**src/rtl/router_out_fifo.sv**
```systemverilog
// Per-destination output FIFO of the 1x3 router: stores header-tagged bytes,
// tracks packet boundaries on the read side and soft-resets on reader timeout.
module router_out_fifo #(
  parameter int DEPTH   = 16,
  parameter int WIDTH   = 8,
  parameter int TIMEOUT = 30
) (
  input  logic             clk,
  input  logic             rst,
  input  logic             write_enb,
  input  logic             lfd,
  input  logic [WIDTH-1:0] data_in,
  input  logic             read_enb,
  output logic [WIDTH-1:0] data_out,
  output logic             valid_out,
  output logic             full,
  output logic             empty,
  output logic             pkt_done,
  output logic             soft_rst
);

  localparam int AW = $clog2(DEPTH);
  localparam int PW = AW + 1;
  localparam int TW = $clog2(TIMEOUT + 1);

  logic [WIDTH:0]   r_mem [DEPTH];
  logic [PW-1:0]    r_wr_ptr;
  logic [PW-1:0]    r_rd_ptr;
  logic [6:0]       r_pkt_cnt;
  logic [TW-1:0]    r_tmo_cnt;
  logic [WIDTH-1:0] r_data_out;
  logic             r_pkt_done;
  logic             r_soft_rst;

  logic             w_empty;
  logic             w_full;
  logic             w_tmo_fire;
  logic             w_do_wr;
  logic             w_do_rd;
  logic [WIDTH:0]   w_rd_entry;
  logic [6:0]       w_hdr_cnt;

  assign w_empty    = (r_wr_ptr == r_rd_ptr);
  assign w_full     = (r_wr_ptr[PW-1] != r_rd_ptr[PW-1]) &&
                      (r_wr_ptr[AW-1:0] == r_rd_ptr[AW-1:0]);
  // The soft reset wins over any write arriving in the same cycle.
  assign w_tmo_fire = !w_empty && !read_enb && (r_tmo_cnt == TW'(TIMEOUT - 1));
  assign w_do_wr    = write_enb && !w_full && !w_tmo_fire;
  assign w_do_rd    = read_enb && !w_empty;
  assign w_rd_entry = r_mem[r_rd_ptr[AW-1:0]];
  // Header bits [7:2] carry payload length; one more for the parity byte.
  assign w_hdr_cnt  = {1'b0, w_rd_entry[7:2]} + 7'd1;

  assign data_out  = r_data_out;
  assign valid_out = !w_empty;
  assign full      = w_full;
  assign empty     = w_empty;
  assign pkt_done  = r_pkt_done;
  assign soft_rst  = r_soft_rst;

  always_ff @(posedge clk) begin
    if (w_do_wr) begin
      r_mem[r_wr_ptr[AW-1:0]] <= {lfd, data_in};
    end
  end

  always_ff @(posedge clk or negedge rst) begin
    if (!rst) begin
      r_wr_ptr   <= '0;
      r_rd_ptr   <= '0;
      r_pkt_cnt  <= '0;
      r_tmo_cnt  <= '0;
      r_data_out <= '0;
      r_pkt_done <= 1'b0;
      r_soft_rst <= 1'b0;
    end else if (w_tmo_fire) begin
      r_wr_ptr   <= '0;
      r_rd_ptr   <= '0;
      r_pkt_cnt  <= '0;
      r_tmo_cnt  <= '0;
      r_data_out <= '0;
      r_pkt_done <= 1'b0;
      r_soft_rst <= 1'b1;
    end else begin
      r_soft_rst <= 1'b0;
      r_pkt_done <= 1'b0;
      if (w_do_wr) begin
        r_wr_ptr <= r_wr_ptr + 1'b1;
      end
      if (w_do_rd) begin
        r_rd_ptr   <= r_rd_ptr + 1'b1;
        r_data_out <= w_rd_entry[WIDTH-1:0];
        if (w_rd_entry[WIDTH]) begin
          r_pkt_cnt <= w_hdr_cnt;
        end else if (r_pkt_cnt != 7'd0) begin
          r_pkt_cnt  <= r_pkt_cnt - 7'd1;
          r_pkt_done <= (r_pkt_cnt == 7'd1);
        end
      end
      if (read_enb || w_empty) begin
        r_tmo_cnt <= '0;
      end else begin
        r_tmo_cnt <= r_tmo_cnt + 1'b1;
      end
    end
  end

endmodule
```
**config.mk**
```make
export PLATFORM = sky130hd
export DESIGN_NAME = router_out_fifo
export DESIGN_NICKNAME = d
export VERILOG_FILES = /design/src/rtl/router_out_fifo.sv
export SDC_FILE = /design/constraint.sdc
export NUM_CORES = 1
export LEC_CHECK = 0
export BUFFER_PORTS_ARGS = -buffer_cell sky130_fd_sc_hd__buf_2
export CAP_MARGIN = 10
export CORE_MARGIN = 2
export CORE_UTILIZATION = 44
export DETAILED_ROUTE_END_ITERATION = 7
export HOLD_SLACK_MARGIN = 0.03
export PLACE_DENSITY = 0.65
export SYNTH_ARGS = -nofsm -noshare
export SYNTH_HDL_FRONTEND = slang
export SYNTH_SLANG_ARGS = --single-unit
```
**constraint.sdc**
```tcl
create_clock -name clk -period 5.35 [get_ports clk]
set_clock_uncertainty 0.05 [all_clocks]
set_input_delay 1.3375 -clock clk [delete_from_list [all_inputs] [get_ports clk]]
set_output_delay 1.3375 -clock clk [all_outputs]
set_load 0.005 [all_outputs]
```
## Yosys cells after proc, flatten, opt, wreduce, memory -nomap -nowiden

Memories as Yosys holds them, arrays and structs flattened.
Index checks and enable logic that the tools add are counted.

- Equality and inequality tests: 5
- Mux-type cells: 19
- Add/subtract/negate cells: 5
- Reductions and logical operators: 16

Operators with widths:

| operator | number |
|---|---|
| 5-bit 2-to-1 mux | 6 |
| 7-bit 2-to-1 mux | 4 |
| 8-bit 2-to-1 mux | 2 |
| 5-bit by 1-bit adder with 5-bit output (second input constant) | 3 |
| 6-bit by 1-bit adder with 7-bit output (second input constant) | 1 |
| 7-bit by 1-bit equality test with 1-bit output (second input constant) | 1 |
| 1-bit 2-to-1 mux | 7 |
| 7-bit nonzero test | 1 |
| 7-bit by 1-bit subtractor with 7-bit output (second input constant) | 1 |
| 1-bit logical AND | 6 |
| 5-bit equality test | 1 |
| 5-bit equality test (second input constant) | 1 |
| 4-bit equality test | 1 |
| 1-bit logical NOT | 4 |
| 2-bit nonzero test | 2 |
| 3-bit nonzero test | 1 |
| 2-bit AND reduction | 1 |
| 1-bit logical OR | 1 |
| 1-bit inequality test | 1 |

- Flip-flop bits (word level): 32
- Memory bits (writable): 144
- Memories kept: 1
- Logic and storage cells: 53
- Bits of input ports: 13
- Output and inout port bits: 13

Memories:

| name | words | width | rd ports | clocked after Yosys merged registers in | write ports | RTL line | RTL |
|---|---|---|---|---|---|---|---|
| r_mem | 16 | 9 | 1 | 0 | 1 | 26 | `logic [WIDTH:0] r_mem [DEPTH];` |

## Depth between registers and ports, before layout

- Word-level depth: 8
- Gate-level depth with buffers: 10
- Mapped depth without buffers: 8

## Least setup slack after synthesis

Ideal clock, no wire load.

- Path type: input-to-reg
- From: input port write_enb
- To: memory r_mem[0][0] (netlist name), enable pin
- Arrival: 2.698 ns
- Library setup time: 0.387 ns
- Path slack: 2.215 ns
- Data required time: 4.913 ns
- Path buffers: 1
- Stages: 5
- Cells stage by stage: and2_1 -> clkbuf_1 -> nor2b_1 -> nand2_1 -> nor3_1

- Word-level cells in the longest chain between the ends: 4

RTL lines:

| element | RTL line | RTL |
|---|---|---|
| start: declaration | 10 | `input logic write_enb,` |
| 1-bit logical AND (2 in series) | 48 | `assign w_do_wr = write_enb && !w_full && !w_tmo_fire;` |
| 1-bit 2-to-1 mux | 62 | `if (w_do_wr) begin` |
| 1-bit 2-to-1 mux (implied by the code) | 63 | `r_mem[r_wr_ptr[AW-1:0]] <= {lfd, data_in};` |
| end: declaration | 26 |  |

Every way passes these cells.

## Worst setup path in the final report

- From: register r_rd_ptr[2]
- To: output port empty

- Word-level cells in the longest chain between the ends: 1

RTL lines:

| element | RTL line | RTL |
|---|---|---|
| start: declaration | 28 | `logic [PW-1:0] r_rd_ptr;` |
| start signal: assignment | 91 | `r_rd_ptr <= r_rd_ptr + 1'b1;` |
| 5-bit equality test | 43 | `assign w_empty = (r_wr_ptr == r_rd_ptr);` |
| end: declaration | 17 | `output logic empty,` |

Every way passes these cells.

==> summary.md <==
Global routing
* **global-route usage over all layers** 0.182
* **global-route wire length before repair** 23300 µm
* **antenna violations before repair** 0
* **pin count of the biggest net entering global routing** 40
* **Remaining Overflow, GRT** 0
* **number of global-route vias before repair** 3808

Clocking
* **clock transition time at the flip-flop clock pins of the worst setup and hold paths** 0.07 ns
* **clock root buffer** sky130_fd_sc_hd__clkbuf_16
* **maximum level of the CTS H-tree** 4
* **clock buffer count from CTS** 17
* **maximum count of clock buffers along a single path** 2
* **hold bufs inserted after CTS** 0
* **CTS sink count** 176
* **setup bufs post-CTS** 0
* **Resized cells post-CTS** 0
* **TritonCTS clock tree** yes
* **insertion delay of the later-clocked pin in the worst-skew pair** 0.43 ns

Die
* **starting density of the core** 0.446
* **floorplan die height** 133 µm
* **total core area** 16400 µm²
* **Die Span X** 133 µm
* **# IOs** 26
* **Total Die Area** 17700 µm²
* **number of cell rows** 47

Logic synthesis
* **flip-flop and latch count after synthesis** 176
* **count of flip-flops with a built-in enable after synthesis** 144
* **synthesis warning total** 0
* **FFs w/ async S/R, synth** 0.182
* **Post-Synthesis Cells** 414
* **most frequently used flop master after synthesis** sky130_fd_sc_hd__edfxtp_1
* **Mapped Avg Cell Area** 17.7 µm²
* **fraction of synthesized cell area taken by the top area cell type** 0.591
* **synthesized area** 7310 µm²
* **nets in the synthesized netlist** 438
* **unique cell type count in the Yosys netlist** 48
* **most area-consuming cells after synthesis** sky130_fd_sc_hd__edfxtp_1 59%, sky130_fd_sc_hd__dfrtp_1 11%, sky130_fd_sc_hd__mux4_2 10%
* **cell accounting for the most synthesized area** sky130_fd_sc_hd__edfxtp_1
* **sequential share of the synthesized area** 0.701

Power
* **maximum resistive drop on vdd** 0.000242 V
* **switching part of the total power** 0.331
* **Switching Power** 1.55 mW
* **Power Total** 4.69 mW
* **leakage component of the power** 2.89 nW
* **power per unit of standard cell area** 566 nW/µm²
* **clock power share** 0.279
* **part of the total power dissipated in sequential elements** 0.397
* **combinational share of power** 0.325
* **Pint** 3.14 mW

Timing
* **final-report hold violation count** 0
* **minimum period implied by the final worst setup slack** 3.68 ns
* **Final setup violation count** 0
* **maximum achievable frequency** 0.272 GHz
* **Final Max Slew Viols** 0
* **max_slew headroom** 0.288
* **setup repair after global routing missed its margin** false
* **share of the cycle needed by the critical path after routing** 0.687
* **slew at the pin with the worst max-slew slack** 1.06 ns
* **Setup TNS Final** 0 ns

Min path
* **worst min-delay path class** flop to flop

Cells and area
* **multi-input combinational cell area** 2050 µm²
* **Antenna Diode Count** 0
* **commonest cells after routing, fill and taps aside** 144 x sky130_fd_sc_hd__edfxtp_1, 36 x sky130_fd_sc_hd__nor2_1, 34 x sky130_fd_sc_hd__mux4_2
* **share of layout cells above drive strength 1** 0.251
* **count of placed standard cells in the final layout, fillers left out** 682
* **# fillers** 1336
* **leading cell type in the layout, fill and taps excluded** sky130_fd_sc_hd__edfxtp_1
* **Area Overhead vs Synth** 13.5%
* **number of nets in the final layout** 473
* **Reg area** 5130 µm²

Setup path
* **ordered list of cells on the worst path** xor2_1 -> nor4_1 -> nand2_1 -> inv_1 -> buf_2
* **kind of capture point of the worst setup path** primary output
* **maximum cell stage delay along the critical path** 0.72 ns
* **required arrival time at the worst endpoint** 3.96 ns
* **sort of element at the start of the critical path** flop
* **Critical Path Fanout Max** 15
* **number of buffer and inverter stages on the critical path** 2
* **type of the setup path with the least slack** flop to primary output
* **Critical Path Slowest Stage Cell** sky130_fd_sc_hd__dfrtp_1
* **worst path arrival time** 2.29 ns
* **CP delay by family, top** simple AND/OR/NAND/NOR gates

Route
* **Post-DRT Antenna Nets** 0
* **WL final** 14800 µm
* **drt drc** 0
* **via count of the routed design** 3783
* **DR WL/cell** 21.8 µm
* **post-DR vias/cell** 5.55
* **detailed-routing iteration count for the pre-antenna-repair pass** 5
* **Starting DRT DRC Count** 300

Placement
* **RD Place Congestion** 0.819
* **sum of net half-perimeters after detailed placement** 9870 µm
* **total of buffers placed on input and output ports** 25
* **Post-Place Cells** 650

Flow run
* **max-cap violations** 0

Status
* **run status** finished, final reports clean

==> layer usage <==
metal  routed length [µm]  global-route usage  part of all wire
met4                  167              0.0562             0.011
met3                  668              0.0364             0.045
met1                 6920               0.264              0.47
met2                 7080               0.281              0.48
met5                    0                   0                 0
==> worst register-to-register path, cell delays in order (launching register included) <==
cell and delay (ns):
sky130_fd_sc_hd__dfrtp_1 0.72, sky130_fd_sc_hd__xor2_1 0.14, sky130_fd_sc_hd__nor4_1 0.58, sky130_fd_sc_hd__a211oi_1 0.20, sky130_fd_sc_hd__nor2b_1 0.30, sky130_fd_sc_hd__nand2_1 0.17
sky130_fd_sc_hd__nor2_1 0.83
==> Yosys cell counts (2+ instances only) <==
cell type and count:
sky130_fd_sc_hd__nand3_1 4, sky130_fd_sc_hd__buf_6 2, sky130_fd_sc_hd__inv_1 8, sky130_fd_sc_hd__nand2_1 18
sky130_fd_sc_hd__nand2_2 3, sky130_fd_sc_hd__xnor2_1 6, sky130_fd_sc_hd__ha_1 11, sky130_fd_sc_hd__nand2b_1 4
sky130_fd_sc_hd__and2_1 2, sky130_fd_sc_hd__buf_4 2, sky130_fd_sc_hd__nand4_1 5, sky130_fd_sc_hd__nor2_1 36
sky130_fd_sc_hd__mux4_1 4, sky130_fd_sc_hd__dfrtp_1 32, sky130_fd_sc_hd__clkbuf_1 7, sky130_fd_sc_hd__a21oi_1 8
sky130_fd_sc_hd__xor2_1 13, sky130_fd_sc_hd__a22oi_1 6, sky130_fd_sc_hd__or3_1 2, sky130_fd_sc_hd__nor2b_1 4
sky130_fd_sc_hd__nor4_1 2, sky130_fd_sc_hd__o21ai_1 7, sky130_fd_sc_hd__edfxtp_1 144, sky130_fd_sc_hd__a22o_1 9
sky130_fd_sc_hd__nor3_1 9, sky130_fd_sc_hd__a22oi_2 4, sky130_fd_sc_hd__mux4_2 34, sky130_fd_sc_hd__mux2i_1 4
sky130_fd_sc_hd__buf_2 5
==> worst paths after layout <==
kind,endpoint,depth (start not counted),from,slack [ns]
worst max register to register,r_mem[14][3],6,r_rd_ptr[2],1.99
max in group asynchronous,r_rd_ptr[0],1,rst,3.84
worst min-delay path,r_tmo_cnt[0],1,r_tmo_cnt[0],0.45
min in group asynchronous,r_tmo_cnt[4],1,rst,0.91
worst min register to register,r_tmo_cnt[0],1,r_tmo_cnt[0],0.45
worst max-delay path,empty,5,r_rd_ptr[2],1.67
==> area by class of cell <==
class                           instances  area share
Tap cell                              220      0.0332
Clock buffer                           17      0.0513
Multi-Input combinational cell        213       0.247
Timing Repair Buffer                   33      0.0223
Sequential cell                       176       0.618
Inverter                                8     0.00362
Clock inverter                         15      0.0250
==> cells by family after synthesis <==
family	Yosys count	share of synthesized area
simple gates	94	0.0616
mux	44	0.128
buf+inv	25	0.0190
fa+ha+maj	11	0.0188
flops	176	0.701
xor+xnor	19	0.0228
compound gates	45	0.0488
==> state kept, by name, indices dropped and copies added (netlist names) <==
register,count
r_mem,144
data_out,8
r_pkt_cnt,7
r_rd_ptr,5
r_tmo_cnt,5
r_wr_ptr,5
pkt_done,1
soft_rst,1
==> metrics by stage <==
step | worst slack, ns | hold WS [ns] | utilization | area (µm²)
after floorplan | 2.22 | 0.411 | - | 7310
after global placement | 1.89 | 0.428 | 0.467 | 7660
after detailed placement | 1.85 | 0.446 | 0.467 | 7660
after CTS | 1.69 | 0.455 | 0.506 | 8300
after global routing | 1.48 | 0.468 | 0.506 | 8300
final | 1.67 | 0.452 | 0.506 | 8300
==> power groups by stage <==
| stage | combinational, mW | sequential [mW] | clock, mW |
|---|---|---|---|
| after floorplan | 1.20 | 1.81 | 0 |
| after global placement | 1.51 | 1.88 | 0 |
| after detailed placement | 1.53 | 1.89 | 0 |
| after CTS | 1.54 | 1.86 | 1.33 |
| after global routing | 1.66 | 1.89 | 1.39 |
| final | 1.52 | 1.86 | 1.31 |
Note: power is estimated with default switching activity, not from simulation.
